[src/rtl/mod179_sched_pkg.sv]
// mod179_sched_pkg: shared state encoding and widths for the mod179 scheduler
package mod179_sched_pkg;
    typedef enum logic [1:0] {
        IDLE  = 2'b00,
        ISSUE = 2'b01,
        WAIT  = 2'b10
    } state_t;
    localparam logic [7:0] MOD179_M = 8'd179;
    localparam int OP_W  = 16;
    localparam int RES_W = 8;
endpackage

[src/rtl/mod179_sched_rr_arbiter.sv]
// rr_arbiter: combinational round-robin pick, first set request at or after ptr
module rr_arbiter #(
    parameter int N = 4
) (
    input  logic [N-1:0]         req,
    input  logic [$clog2(N)-1:0] ptr,
    output logic [$clog2(N)-1:0] winner,
    output logic                 valid
);
    localparam int PW = $clog2(N);
    // scan from the farthest offset down so the closest request to ptr wins
    always_comb begin
        winner = '0;
        valid  = |req;
        for (int k = N - 1; k >= 0; k--)
            if (req[(int'(ptr) + k) % N]) winner = PW'((int'(ptr) + k) % N);
    end
endmodule

[src/rtl/mod179_sched.sv]
// mod179_sched: round-robin sharing of one mod179 engine among NREQ requesters
module mod179_sched
    import mod179_sched_pkg::*;
#(
    parameter int NREQ    = 4,
    parameter int TIMEOUT = 64
) (
    input  logic               clk,
    input  logic               reset_n,
    input  logic [NREQ-1:0]    req,
    input  logic [OP_W*NREQ-1:0] x_in,
    output logic [NREQ-1:0]    gnt,
    output logic [NREQ-1:0]    rsp_valid,
    output logic [RES_W-1:0]   rsp_z,
    output logic               busy,
    output logic               err,
    output logic               eng_start,
    output logic [OP_W-1:0]    eng_x,
    input  logic               eng_done,
    input  logic [RES_W-1:0]   eng_z
);
    localparam int PW = $clog2(NREQ);
    localparam int WD = $clog2(TIMEOUT) + 1;
    state_t          state;
    logic [PW-1:0]   ptr, owner, winner, next_ptr;
    logic            win_valid;
    logic [WD-1:0]   wdog;
    logic [NREQ-1:0] owner_oh;
    rr_arbiter #(.N(NREQ)) u_arb (
        .req    (req),
        .ptr    (ptr),
        .winner (winner),
        .valid  (win_valid)
    );
    assign owner_oh  = {{(NREQ-1){1'b0}}, 1'b1} << owner;
    assign next_ptr  = (owner == PW'(NREQ - 1)) ? '0 : owner + 1'b1;
    assign eng_start = state == ISSUE;
    assign gnt       = eng_start ? owner_oh : '0;
    assign busy      = state != IDLE;
    // job FSM: pick, issue, wait for done or watchdog, return result to owner
    always_ff @(posedge clk or negedge reset_n) begin
        if (!reset_n) begin
            state     <= IDLE;
            ptr       <= '0;
            owner     <= '0;
            eng_x     <= '0;
            rsp_z     <= '0;
            rsp_valid <= '0;
            wdog      <= '0;
            err       <= 1'b0;
        end else begin
            rsp_valid <= '0;
            case (state)
                IDLE: if (win_valid) begin
                    owner <= winner;
                    eng_x <= x_in[OP_W*winner +: OP_W];
                    wdog  <= '0;
                    state <= ISSUE;
                end
                ISSUE: state <= WAIT;
                WAIT: if (eng_done) begin
                    rsp_z     <= eng_z;
                    rsp_valid <= owner_oh;
                    ptr       <= next_ptr;
                    state     <= IDLE;
                end else if (wdog == WD'(TIMEOUT - 1)) begin
                    err       <= 1'b1;
                    rsp_z     <= '0;
                    rsp_valid <= owner_oh;
                    ptr       <= next_ptr;
                    state     <= IDLE;
                end else begin
                    wdog <= (&wdog) ? wdog : wdog + 1'b1;
                end
                default: state <= IDLE;
            endcase
        end
    end
endmodule

[config.mk]
export PLATFORM = sky130hd
export DESIGN_NAME = mod179_sched
export DESIGN_NICKNAME = d
export VERILOG_FILES = /design/src/rtl/mod179_sched_pkg.sv /design/src/rtl/mod179_sched_rr_arbiter.sv /design/src/rtl/mod179_sched.sv
export SDC_FILE = /design/constraint.sdc
export NUM_CORES = 1
export LEC_CHECK = 0
export ABC_AREA = 0
export BUFFER_PORTS_ARGS = -buffer_cell sky130_fd_sc_hd__buf_4
export CORE_ASPECT_RATIO = 0.7
export CORE_MARGIN = 1.5
export CORE_UTILIZATION = 29
export CTS_CLUSTER_SIZE = 12
export DETAILED_ROUTE_END_ITERATION = 8
export SLEW_MARGIN = 20
export SYNTH_ARGS = -nofsm -noshare
export SYNTH_HDL_FRONTEND = slang
export SYNTH_HIERARCHICAL = 1
export SYNTH_SLANG_ARGS = --single-unit
[constraint.sdc]
create_clock -name clk -period 2 [get_ports clk]
set_input_delay 0.4 -clock clk [delete_from_list [all_inputs] [get_ports clk]]
set_output_delay 0.4 -clock clk [all_outputs]
set_load 0.02 [all_outputs]
==> results by stage, run 1 <==
STA:
- The worst clock skew is 0.0107 ns.
- The measured slew at the worst slew-check pin is 0.538 ns.
- The top achievable clock speed is 0.490 GHz.
- Hold is met by 0.0827 ns.
- Setup repair after global routing could not meet its margin everywhere.
- The smallest clock period supported by the final layout is computed as 2.04 ns.
- The number of max-slew violations in the final report is 0.
- Dividing the final minimum period by the clock period gives 1.02.
- The count of final hold-check violations came to 0.
- The number of setup violations in the final report is 11.
- The least setup slack across all paths after layout is -0.0417 ns.
- In this run the tightest slew margin relative to its limit is 0.641.

Floorplanning:
- The core area is 7420 sq um.
- The die extent in y is 76.9 microns.
- The floorplan step defined a die boundary enclosing 8340 sq um.
- The initialized floorplan defines 26 standard-cell rows.
- The initial utilization of the core area, before any placement, comes to 0.305.
- Pin placement for this block handled 114 I/O pins.
- The die width is 109 microns.

Run status:
- The run finished, with violations left.
- The final reports fail on negative setup slack.

Worst setup path:
- The worst path required time is 2.18 ns.
- The number of cells on the critical path is 5.
- The endpoint identified for the worst register-to-register timing path is eng_x[3].
- Traced cell by cell, the critical path runs through mux2i_2 > a211oi_4 > buf_6 > mux4_1 > mux2_2.
- The startpoint of the worst-slack reg-to-reg timing path is ptr[1].
- Counting both buffers and inverters, the worst setup path holds a total of 1.
- Grouping stages by cell kind, the critical path spends the most delay in multiplexers.
- The register-to-register setup slack is -0.04 ns.
- The slowest library cell on the worst path is sky130_fd_sc_hd__mux4_1.
- The arrival time of data at the critical path endpoint is 2.22 ns.
- For the worst flop-to-flop path, the logic depth is 5.
- STA classifies the critical path endpoint as a flop.
- The startpoint type of the worst setup path is a flop.
- The path type of the worst setup path is flop to flop.
- The most critical setup path has its startpoint at ptr[1].
- The endpoint of the most critical setup path is eng_x[3].
- Along the worst path, the maximum fanout reaches 5.
- On the worst path, the slowest cell contributes a delay of 0.54 ns.

Placed design:
- The number of buffers inserted by port buffering is 113.
- The congestion estimate from routability-driven global placement came to 0.815.
- The HPWL after detailed placement is 4230 microns.

Drt:
- In the routed design, unresolved DRC markers number 0.
- Once detail routing completed, the nets flagged for antenna violations numbered 0.
- After detailed routing, the average wire length per cell comes to 14.3 microns.
- The first TritonRoute pass finished after 4 iterations.
- In the routed layout, each cell is associated on average with a via count of 4.64.
- The detailed router's first-iteration violation count is 55.
- The total wirelength of the detailed-routed design is 5580 microns.
- For this block, the via count after detailed routing is 1,808.

Synthesis:
- By count the netlist is led by 42 x sky130_fd_sc_hd__dfrtp_1, 12 x sky130_fd_sc_hd__nor2_1, 10 x sky130_fd_sc_hd__inv_1.
- The most common cell in the synthesized netlist is sky130_fd_sc_hd__dfrtp_1.
- In the post-synthesis netlist, the biggest area contributors are sky130_fd_sc_hd__dfrtp_1 47%, sky130_fd_sc_hd__mux4_2 9.0%, sky130_fd_sc_hd__mux4_1 8.1%.
- In the synthesized netlist the async set-or-reset flop fraction comes to 1.00.
- The count of flip-flops with a built-in enable after synthesis is 0.
- For this run, the register share of the synthesized area comes to 0.465.
- The total nets after synthesis is 252.
- The number of warnings reported in the yosys synthesis log is 6.
- The average instance area after synthesis is 13.5 sq um.
- In the synthesized netlist, the number of instances is 168.
- The main flop type after synthesis is sky130_fd_sc_hd__dfrtp_1.
- After synthesis the netlist holds a flip-flop and latch count of 42.
- Summing every instance area after synthesis gives 2260 sq um.
- sky130_fd_sc_hd__dfrtp_1 takes more of the synthesized area than any other cell.
- The portion of synthesized cell area occupied by the leading cell type is 0.465.
- The distinct cell type count of the synthesized netlist is 37.

Final layout:
- After filler insertion, the fill cell instance count of the layout stands at 697.
- The number of antenna diodes in the final layout is 0.
- In the final layout, flip-flops and latches occupy 1050 sq um.
- Measured on the finished design, the core utilization comes to 0.456.
- In the final design database the tool counted 375 nets.
- The area taken by multi-input logic gates is 1120 sq um.
- The area growth from synthesis to layout is 49.7%.
- The fraction of layout cells with a size suffix above 1 is 0.579.

Power:
- The leakage power of the design is 1.64 nW.
- The design draws 4.59 mW.
- Power spread over the standard cell area amounts to 1360 nW/um^2.
- The worst-case vdd ir drop is 0.000449 V.

Global routing:
- For met2 alone, demand over resource in global routing was 0.216.
- The met3 routing resource usage after global routing is 0.0383.
- The via count of the first global-routing pass is 1,877.
- Global routing finished with a remaining overflow of 0.
- Across every metal layer, demand over resource in global routing totals 0.136.
- The global routing's busiest layer is met2.
- The first global-routing pass estimated 8940 microns of wire.
- Entering global routing, the biggest net connects 43 pins.
- The number of antenna violations at the first check in global routing is 0.
- The met1 track utilization from global routing is 0.187.

CTS:
- The longest clock path from root to sink contains 2 buffers.
- The H-tree depth is 2.
- TritonCTS built the clock tree.
- The number of buffers inserted during clock tree synthesis is 5.
- The insertion delay to the later sink of the worst-skew pair is 0.29 ns.
- Clock tree synthesis selected as its root buffer the cell sky130_fd_sc_hd__clkbuf_8.
- Clock tree synthesis found a total of 42 sinks.
- Clock-pin slew was measured on the worst setup and hold paths at 0.09 ns.

Job:
- The number of maximum-capacitance constraint violations is 0.

Min path:
- The path type of the worst min-delay path is input pin to asynchronous set/reset pin.
## layout by cell type (no fill, tap or decap), types with 2 or more instances in the layout
cell type,count
sky130_fd_sc_hd__a21oi_1,2
sky130_fd_sc_hd__ha_1,5
sky130_fd_sc_hd__nor2b_1,2
sky130_fd_sc_hd__and2_1,6
sky130_fd_sc_hd__nand4_1,2
sky130_fd_sc_hd__buf_6,3
sky130_fd_sc_hd__dfrtp_1,42
sky130_fd_sc_hd__buf_4,121
sky130_fd_sc_hd__nand2b_1,3
sky130_fd_sc_hd__o211ai_1,2
sky130_fd_sc_hd__o21ai_0,5
sky130_fd_sc_hd__inv_1,10
sky130_fd_sc_hd__mux4_2,12
sky130_fd_sc_hd__clkbuf_8,5
sky130_fd_sc_hd__nand2_1,7
sky130_fd_sc_hd__nor2_1,12
sky130_fd_sc_hd__a22o_1,8
sky130_fd_sc_hd__nand3_1,4
sky130_fd_sc_hd__mux4_1,4
sky130_fd_sc_hd__mux2_4,9
sky130_fd_sc_hd__mux2_2,9
## layout make-up
class                      count  share of cell area
clock inverter                 3              0.0129
timing repair buffer         124               0.279
tap                           98              0.0363
inverter                      10              0.0111
sequential                    42               0.311
multi-input combinational    108               0.330
clock buffer                   5              0.0203
## repair_timing
item                                    in CTS  in global routing
hold buffers                                 0                  0
endpoints found under the setup margin      16                 16
resized for setup                            9                  0
pin swaps                                    1                  0
setup buffers                                3                  0
cloned                                       1                  0
## registers in the layout (all words and copies together) (netlist names)
signal,flops
err,1
eng_x,16
wdog,7
ptr,2
state,2
owner,2
rsp_z,8
rsp_valid,4
## report_power, final
part           switching [mW]  total (mW)  leakage (nW)  internal, mW
sequential              0.227        1.42         0.526          1.19
clock                   0.305       0.679        0.0585         0.374
combinational            1.14        2.49          1.06          1.35
total                    1.67        4.59          1.64          2.92
## how the worst min path moves through the flow
stage / to / from / cells past startpoint / slack [ns]
final: rsp_z[4] / reset_n / 1 / 0.08
after global routing: rsp_z[7] / reset_n / 1 / 0.12
after CTS: rsp_z[4] / reset_n / 1 / 0.1
after detailed placement: rsp_z[4] / reset_n / 1 / 0.43
after global placement: rsp_z[7] / reset_n / 1 / 0.43
after floorplan: eng_x[0] / reset_n / 0 / 0.10
## kinds of logic (layout without fill, tap and decap cells)
family / count (synthesis) / in the layout / synth area share
XOR/XNOR: 1 / 1 / 0.00388
buffers and inverters: 18 / 142 / 0.0426
adder cells (fa/ha/maj): 5 / 5 / 0.0277
flip-flops: 42 / 42 / 0.465
AND/OR/NAND/NOR: 40 / 40 / 0.0936
AO/OA/AOI/OAI: 27 / 27 / 0.0869
multiplexers: 35 / 35 / 0.280
## metrics by stage
stage          setup slack (ns)  std cells  instance area, sq um  setup TNS, ns
6_report                -0.0417        390                  3380         -0.327
5_1_grt                  -0.107        390                  3380          -1.28
4_1_cts                 -0.0554        390                  3380         -0.472
3_5_place_dp            -0.0948        378                  3230         -0.924
3_3_place_gp            -0.0351        378                  3230         -0.266
2_1_floorplan            0.0610        168                  2260              0
## routing by layer
metal,routed length [microns],part of all wire,vias to the layer above
met4,10,0.0018,0
met3,419,0.075,2
met5,0,0,-
met2,2530,0.45,73
li1,-,-,865
met1,2620,0.47,868
Note: power is estimated with default switching activity, not from simulation.
==> run 2, diff against run 1 <==
--- a/config.mk
+++ b/config.mk
@@ -15,5 +15,4 @@
 export SLEW_MARGIN = 20
 export SYNTH_ARGS = -nofsm -noshare
 export SYNTH_HDL_FRONTEND = slang
-export SYNTH_HIERARCHICAL = 1
 export SYNTH_SLANG_ARGS = --single-unit
==> run 2 against run 1 <==
Utilization is 0.13 points lower; largest cell class is now sequential cells; design area fell by 1.6%; via count rose by 9.3%; the run now ends clean; fmax is 8.1% higher.
==> results by stage, run 2 <==
Worst setup path:
- In this run the critical register-to-register path is captured at wdog[5].
- The sort of element at the end of the critical path is a flop.
- By startpoint and endpoint, the worst setup path is classified as flop to flop.
- The startpoint of the worst-slack reg-to-reg timing path is state[0].
- The register-to-register setup slack was 0.11 ns (+0.15 ns).
- The worst path required time is 2.22 ns (+0.04 ns).
- The arrival time of data at the critical path endpoint is 2.11 ns (-0.11 ns).
- The count of buffering cells on the critical path with inverters included is 1 (unchanged).
- The depth of the most critical reg-to-reg path is 6 (+1).
- On the critical path, the stage with the largest delay is an instance of sky130_fd_sc_hd__or4_1.
- In this design, the critical path's most frequently occurring cell is sky130_fd_sc_hd__or2_1.
- The highest net fanout along the worst path is 10 (+5).
- The worst setup path is launched from a flop.
- The biggest cell delay along the critical path is 0.48 ns (-0.06 ns).
- Traced cell by cell, the critical path runs through or2_1 > or2_1 > clkinv_8 > o21ai_4 > or4_1 > a21oi_1.
- The kind of cell with the highest combined delay along the critical path is simple AND/OR/NAND/NOR gates.

STA:
- Setup repair after global routing left no endpoint under its margin.
- The number of max-slew violations in the final report is 0 (unchanged).
- The least setup slack across all paths after layout is 0.112 ns (+0.153 ns).
- The worst clock skew came to 0.0119 ns (+0.00122 ns).
- The total negative slack is 0 ns (+0.327 ns).
- The worst max-slew margin expressed relative to the limit came to 0.641 (about the same).
- The measured slew at the worst slew-check pin is 0.538 ns (-0.000437 ns).
- The top achievable clock speed came to 0.530 GHz (+8.1%).
- The minimum period implied by the final worst setup slack is 1.89 ns (-0.153 ns).
- The number of setup violations in the final report is 0 (-11).
- The count of final hold-check violations came to 0 (unchanged).
- The worst-case hold slack is 0.0953 ns (+0.0126 ns).
- The final period utilization is 0.944 (-0.0767).

Synthesis:
- In the synthesized netlist the dominant register cell turns out to be sky130_fd_sc_hd__dfrtp_1.
- The sequential-to-total area share from yosys stat is 0.478 (+0.0132).
- The distinct cell type count of the synthesized netlist is 36 (-2.7%).
- The number of warnings reported in the yosys synthesis log came to 0 (-6).
- By area the synthesized netlist is led by sky130_fd_sc_hd__dfrtp_1 48%, sky130_fd_sc_hd__mux2i_1 15%, sky130_fd_sc_hd__o221ai_1 6.0%.
- The synthesized flop and latch total is 42 (unchanged).
- The total nets after synthesis is 285 (+13%).
- The post-synthesis instance total is 201 (+20%).
- The count of flip-flops with a built-in enable after synthesis is 0 (unchanged).
- The portion of synthesized cell area occupied by the leading cell type is 0.478 (+0.0132).
- The fraction of synthesis flops using an asynchronous set or reset pin is 1.00 (unchanged).
- The most common cell in the synthesized netlist is sky130_fd_sc_hd__dfrtp_1.
- The cell area after synthesis was 2200 sq um (-2.8%).
- The average instance area after synthesis is 10.9 sq um (-19%).
- The cell type with the highest aggregate area in the netlist is sky130_fd_sc_hd__dfrtp_1.
- By count the netlist is led by 42 x sky130_fd_sc_hd__dfrtp_1, 32 x sky130_fd_sc_hd__mux2i_1, 25 x sky130_fd_sc_hd__nand2_1, 15 x sky130_fd_sc_hd__o221ai_1, 10 x sky130_fd_sc_hd__nor2_1.

Floorplanning:
- The die extent in y was 75.8 microns (-1.3%).
- The number of placed I/O pins is 114 (unchanged).
- The floorplan die area is 8120 sq um (-2.7%).
- The standard-cell row count is 26 (unchanged).
- The core area is 7320 sq um (-1.3%).
- The initial standard-cell utilization of the core is 0.300 (-0.00448).
- The die width is 107 microns (-1.4%).

Placed design:
- The HPWL after detailed placement was 4320 microns (+2.3%).
- The number of buffers inserted by port buffering is 113 (unchanged).
- The routability congestion estimate from global placement is 0.679 (-17%).
- The worst slack at placement is 0.0688 ns (+0.164 ns).
- The number of placed instances with taps included came to 410 (+8.5%).

Drt:
- The detailed router's first-iteration violation count was 63 (+15%).
- The detail-routed net length per standard cell is 13.7 microns (-4.5%).
- The via count of the routed design is 1,977 (+9.3%).
- The DRC violation count after routing is 0 (unchanged).
- The via count normalized by instance count is 4.73 (+2.0%).
- The total wirelength of the detailed-routed design is 5710 microns (+2.4%).
- The post-route antenna net violation count was 0 (unchanged).
- The number of search-and-repair iterations in the first detailed-routing pass was 4 (unchanged).

CTS:
- The number of buffers inserted during clock tree synthesis was 5 (unchanged).
- The count of clock tree sinks is 42 (unchanged).
- The root buffer cell is sky130_fd_sc_hd__clkbuf_8.
- The setup fix buffers added after clock tree synthesis is 0 (-3).
- The H-tree depth was 2 (unchanged).
- TritonCTS built the clock tree.
- The post-CTS clock slew at the launch and capture registers of the worst setup and hold paths came to 0.08 ns (about the same).
- The insertion delay to the later sink of the worst-skew pair came to 0.29 ns (about the same).
- The maximum clock insertion buffer count was 2 (unchanged).

Power:
- The worst-case vdd ir drop is 0.000565 V (+26%).
- The power per cell area is 1330 nW/um^2 (-2.2%).
- The leakage power of the design is 1.72 nW (+4.9%).
- The power consumption was 4.42 mW (-3.8%).

Global routing:
- The wire length of the first global-routing pass was 8630 microns (-3.5%).
- The total global-route track usage is 0.136 (-0.000226).
- The number of antenna violations at the first check in global routing was 0 (unchanged).
- The leftover overflow at the end of global routing is 0 (unchanged).
- The via count of the first global-routing pass is 1,794 (-4.4%).
- The pin count of the biggest net entering global routing is 43 (unchanged).

Run status:
- The run finished with clean final reports.

Final layout:
- The number of antenna repair diodes was 0 (unchanged).
- The number of flip-flops under the largest register name is 16 (unchanged).
- The largest register by flop count is eng_x.
- The library cell used most frequently in the layout, excluding fill and tap cells, is sky130_fd_sc_hd__buf_4.
- The area growth from synthesis to layout is 51.5%.
- In the layout the commonest cells are 118 x sky130_fd_sc_hd__buf_4, 41 x sky130_fd_sc_hd__dfrtp_1, 32 x sky130_fd_sc_hd__mux2i_1, 25 x sky130_fd_sc_hd__nand2_1, 15 x sky130_fd_sc_hd__o221ai_1.
- The number of non-filler instances in the completed layout is 418 (+7.2%).
- The fraction of layout cells with a size suffix above 1 is 0.422 (-0.157).
- The number of nets at the end of the flow was 403 (+7.5%).
- The largest registers in the layout are eng_x x16, rsp_z x8, wdog x7.

Min path:
- The path type of the worst min-delay path is input pin to asynchronous set/reset pin.

Job:
- The number of maximum-capacitance constraint violations came to 0 (unchanged).
[run 2: changes by cell type in the layout (fill, tap and decap cells not counted), moves of 3 or more]
cell	change
sky130_fd_sc_hd__mux2i_1	+32
sky130_fd_sc_hd__nand2_1	+18
sky130_fd_sc_hd__o221ai_1	+15
sky130_fd_sc_hd__mux4_2	-12
sky130_fd_sc_hd__mux2_4	-9
sky130_fd_sc_hd__mux2_2	-7
sky130_fd_sc_hd__and2_1	-4
sky130_fd_sc_hd__mux4_1	-4
sky130_fd_sc_hd__buf_12	+3
sky130_fd_sc_hd__buf_4	-3
sky130_fd_sc_hd__buf_6	-3
sky130_fd_sc_hd__nand2b_1	-3
sky130_fd_sc_hd__o31ai_1	+3
sky130_fd_sc_hd__or4_1	+3
[run 2: final cells by class]
class / count / area (sq um)
clock buffers: 7 / 76.3
clock inverters: 1 / 30.0
fillers: 674 / 3990
inverters: 10 / 50.0
multi-input cells: 139 / 1050
flip-flops and latches: 42 / 1050
well taps: 98 / 123
repair buffers: 121 / 946
[run 2: worst register-to-register path, cell delays in order, from the launching register on]
cell	delay (ns)
sky130_fd_sc_hd__dfrtp_1	0.41
sky130_fd_sc_hd__or2_1	0.25
sky130_fd_sc_hd__or2_1	0.33
sky130_fd_sc_hd__clkinv_8	0.10
sky130_fd_sc_hd__o21ai_4	0.10
sky130_fd_sc_hd__or4_1	0.48
sky130_fd_sc_hd__a21oi_1	0.15
[run 2: routing by layer]
metal  global-route usage  wire length (microns)
met2                0.215                   2710
met3               0.0351                    332
met1                0.186                   2630
met5                    0                      0
met4               0.0400                     37
[run 2: timing repair]
action | in CTS | in global routing
resized for setup | 0 | 1
setup endpoints to repair | 0 | 2
hold endpoints to repair | 0 | 0
hold buffers | 0 | 0
[run 2: worst max path at each step]
stage,depth (start not counted),startpoint,endpoint
finish,6,state[0],wdog[5]
global route,6,state[0],wdog[5]
CTS,5,ptr[1],eng_x[14]
detailed placement,6,req[0],eng_x[14]
floorplan,7,state[1],wdog[5]
global placement,6,req[0],eng_x[14]
[run 2: per-stage QoR]
step	util	area [sq um]
after global placement	0.440	3220
after global routing	0.455	3330
after floorplan	-	2200
after detailed placement	0.440	3220
final	0.455	3330
after CTS	0.455	3330
[run 2: logic make-up after synthesis]
kind of cell | share of synthesized area
xor gates and xnor gates | 0.00399
DFF | 0.478
adders and majority gates | 0.0285
muxes | 0.156
and+or+nand+nor | 0.109
buffers and inverters | 0.0484
AOI/OAI and AO/OA | 0.175
[run 2: report_power, final]
group          switching, mW  internal (mW)  leakage, nW
Clock                  0.281          0.374       0.0524
Sequential             0.211           1.17        0.537
Combinational           1.28           1.10         1.13
Total                   1.77           2.64         1.72
==> run 3, diff against run 2 <==
--- a/config.mk
+++ b/config.mk
@@ -12,6 +12,7 @@
 export CORE_UTILIZATION = 29
 export CTS_CLUSTER_SIZE = 12
 export DETAILED_ROUTE_END_ITERATION = 8
+export SETUP_SLACK_MARGIN = 0.2
 export SLEW_MARGIN = 20
 export SYNTH_ARGS = -nofsm -noshare
 export SYNTH_HDL_FRONTEND = slang
==> run 3 against run 2 <==
Register-to-register slack better by 0.05 ns; sequential share of layout area down 2.3 points; clock-buffer cell count unchanged; highest routed layer unchanged; sequential power about the same; non-clock buffer count up 19; via count up 5.0%; hold slack worse by 0.0094 ns; setup slack better by 0.050 ns; largest power group unchanged; cell count up 4.5%; fmax up 2.7%; global-route usage up 1.7 points; design area up 7.9%.
==> results by stage, run 3 (synthesis gave the netlist of run 2 again) <==
Run status:
- The flow ran to the end, and the final reports show no timing, DRC or antenna violations.

STA:
- The total negative slack was 0 ns (unchanged).
- The worst clock skew is 0.00898 ns (-0.00297 ns).
- The minimum period implied by the final worst setup slack is 1.84 ns (-0.0496 ns).
- The count of final hold-check violations is 0 (unchanged).
- Setup repair after global routing could not meet its margin everywhere.
- The top achievable clock speed is 0.544 GHz (+2.7%).
- The number of max-slew violations in the final report is 0 (unchanged).
- The measured slew at the worst slew-check pin came to 0.555 ns (+0.0166 ns).
- The worst-case hold slack is 0.0859 ns (-0.00939 ns).
- The worst max-slew margin expressed relative to the limit came to 0.630 (-0.0111).
- The final period utilization is 0.919 (-0.0248).
- The number of setup violations in the final report is 0 (unchanged).

Placed design:
- The number of buffers inserted by port buffering came to 113 (unchanged).
- The routability congestion estimate from global placement is 0.677 (-0.16%).
- The HPWL after detailed placement is 4380 microns (+1.3%).
- The standard cell area after detailed placement came to 3230 sq um (+0.31%).
- The number of placed instances with taps included was 411 (+0.24%).

Worst setup path:
- The worst setup path is captured at a flop.
- The endpoint of the most critical setup path is eng_x[3].
- The critical path starts at ptr[1].
- The arrival time of data at the critical path endpoint came to 2.00 ns (-0.11 ns).
- The capture instance of the worst register-to-register path is eng_x[3].
- The register-to-register setup slack is 0.16 ns (+0.05 ns).
- The setup path with the least slack is of type flop to flop.
- The worst path required time is 2.16 ns (-0.06 ns).
- The startpoint identified for the worst register-to-register timing path is ptr[1].
- STA classifies the critical path startpoint as a flop.
- The depth of the most critical reg-to-reg path came to 7 (+1).
- The highest net fanout along the worst path was 6 (-4).

CTS:
- TritonCTS built the clock tree.
- The H-tree depth was 2 (unchanged).
- The count of clock tree sinks is 42 (unchanged).
- The insertion delay to the later sink of the worst-skew pair is 0.30 ns (about the same).
- The maximum clock insertion buffer count is 2 (unchanged).
- The root buffer cell is sky130_fd_sc_hd__clkbuf_8.
- The number of buffers inserted during clock tree synthesis is 5 (unchanged).
- The post-CTS clock slew at the launch and capture registers of the worst setup and hold paths is 0.08 ns (about the same).

Final layout:
- The summed area of non-filler cells in the final layout is 3590 sq um (+7.9%).
- The fraction of layout cells with a size suffix above 1 is 0.484 (+0.0619).
- The number of nets at the end of the flow is 422 (+4.7%).
- The register with the most flip-flops in the final layout is eng_x.
- The number of flip-flops under the largest register name is 16 (unchanged).
- The largest registers in the layout are eng_x x16, rsp_z x8, wdog x7.
- The top cell types in the final layout, fill and taps aside, are 133 x sky130_fd_sc_hd__buf_4, 40 x sky130_fd_sc_hd__dfrtp_1, 30 x sky130_fd_sc_hd__mux2i_1, 25 x sky130_fd_sc_hd__nand2_1, 15 x sky130_fd_sc_hd__o221ai_1.
- The number of antenna repair diodes was 0 (unchanged).
- The number of non-filler instances in the completed layout is 437 (+4.5%).
- The most common library cell in the layout ignoring fill and taps is sky130_fd_sc_hd__buf_4.
- From synthesis to final layout, the design area changed by 63.4%.

Power:
- The worst-case vdd ir drop is 0.000598 V (+5.9%).
- The switching share of power came to 0.390 (-0.0119).
- The part of the power in the clock network is 0.135 (-0.013).
- The switching power total came to 1.92 mW (+8.3%).
- The power per cell area was 1370 nW/um^2 (+3.5%).
- The proportion of power drawn by combinational gates was 0.584 (+0.045).
- The cell internal power dissipation came to 3.01 mW (+14%).
- The leakage power of the design is 1.84 nW (+7.0%).
- The power consumption is 4.93 mW (+12%).
- The sequential group share of total power is 0.280 (-0.033).

Drt:
- The sum of routed wire segments on met1 is 2900 microns (+10%).
- The via count normalized by instance count is 4.75 (+0.39%).
- The number of search-and-repair iterations in the first detailed-routing pass is 4 (unchanged).
- The highest layer touched by signal routing is met4.
- The detail-routed net length per standard cell is 14.4 microns (+5.6%).
- The via count of the routed design is 2,075 (+5.0%).
- The detailed router's first-iteration violation count is 68 (+7.9%).
- The total met2 wirelength after detailed routing was 3000 microns (+10%).
- The DRC violation count after routing is 0 (unchanged).
- The total wirelength of the detailed-routed design is 6310 microns (+10%).
- The sum of met3 wire segment lengths after detailed routing is 380 microns (+14%).
- The post-route antenna net violation count is 0 (unchanged).

Job:
- The number of maximum-capacitance constraint violations is 0 (unchanged).

Floorplanning:
- The standard-cell row count is 26 (unchanged).
- The die extent in y came to 75.8 microns (unchanged).
- The core area is 7320 sq um (unchanged).
- The floorplan die area is 8120 sq um (unchanged).
- The initial standard-cell utilization of the core was 0.300 (unchanged).
- The die width is 107 microns (unchanged).
- The number of placed I/O pins is 114 (unchanged).

Global routing:
- The pin count of the biggest net entering global routing is 43 (unchanged).
- The via count of the first global-routing pass is 1,988 (+11%).
- The number of antenna violations at the first check in global routing is 0 (unchanged).
- The wire length of the first global-routing pass is 9590 microns (+11%).
- The leftover overflow at the end of global routing is 0 (unchanged).
- The total global-route track usage is 0.153 (+0.0166).

Min path:
- The path type of the worst min-delay path is input pin to asynchronous set/reset pin.
[run 3: final cells by class]
cell class	instances	area (sq um)
fillers	671	3730
repair buffers	140	1150
multi-input cells	139	1100
flip-flops and latches	42	1050
well taps	98	123
clock buffers	7	76.3
inverters	10	50.0
clock inverters	1	30.0
[run 3: worst min path at each step]
stage / start / to / slack [ns] / cells past startpoint
6_report: reset_n / rsp_z[1] / 0.09 / 1
5_1_grt: reset_n / rsp_z[2] / 0.13 / 1
4_1_cts: reset_n / rsp_z[2] / 0.11 / 1
3_5_place_dp: reset_n / eng_x[7] / 0.43 / 1
3_3_place_gp: reset_n / eng_x[7] / 0.43 / 1
2_1_floorplan: reset_n / eng_x[0] / 0.10 / 0
[run 3: stage by stage]
stage           util  setup WS [ns]
2_1_floorplan      -          0.206
3_3_place_gp   0.441          0.100
3_5_place_dp   0.441         0.0807
4_1_cts        0.483          0.141
5_1_grt        0.490         0.0769
6_report       0.490          0.161
[run 3: power by group through the flow]
| stage | Combinational [mW] | Sequential (mW) | Clock, mW |
|---|---|---|---|
| 2_1_floorplan | 1.19 | 1.66 | 0 |
| 3_3_place_gp | 2.41 | 1.38 | 0 |
| 3_5_place_dp | 2.45 | 1.39 | 0 |
| 4_1_cts | 2.83 | 1.38 | 0.693 |
| 5_1_grt | 3.10 | 1.43 | 0.716 |
| 6_report | 2.88 | 1.38 | 0.667 |
[run 3: repair_timing]
action / CTS / global route
setup endpoints to repair: 16 / 21
resized for setup: 8 / 8
pin swaps: 8 / 4
cloned: 2 / 0
buffers inserted: 13 / 3
hold buffers: 0 / 0
[run 3: critical path, cell delays in order, from the launching register on]
cell,delay (ns)
sky130_fd_sc_hd__dfrtp_2,0.45
sky130_fd_sc_hd__mux2_4,0.32
sky130_fd_sc_hd__o221ai_4,0.23
sky130_fd_sc_hd__buf_12,0.17
sky130_fd_sc_hd__buf_12,0.10
sky130_fd_sc_hd__buf_16,0.11
sky130_fd_sc_hd__mux2i_1,0.18
sky130_fd_sc_hd__o221ai_1,0.13
[run 3: per-layer routing]
layer / global-route usage / vias up
met1: 0.209 / 993
met3: 0.0402 / 4
met2: 0.244 / 62
li1: - / 1016
met4: 0.0370 / 0
met5: 0 / -
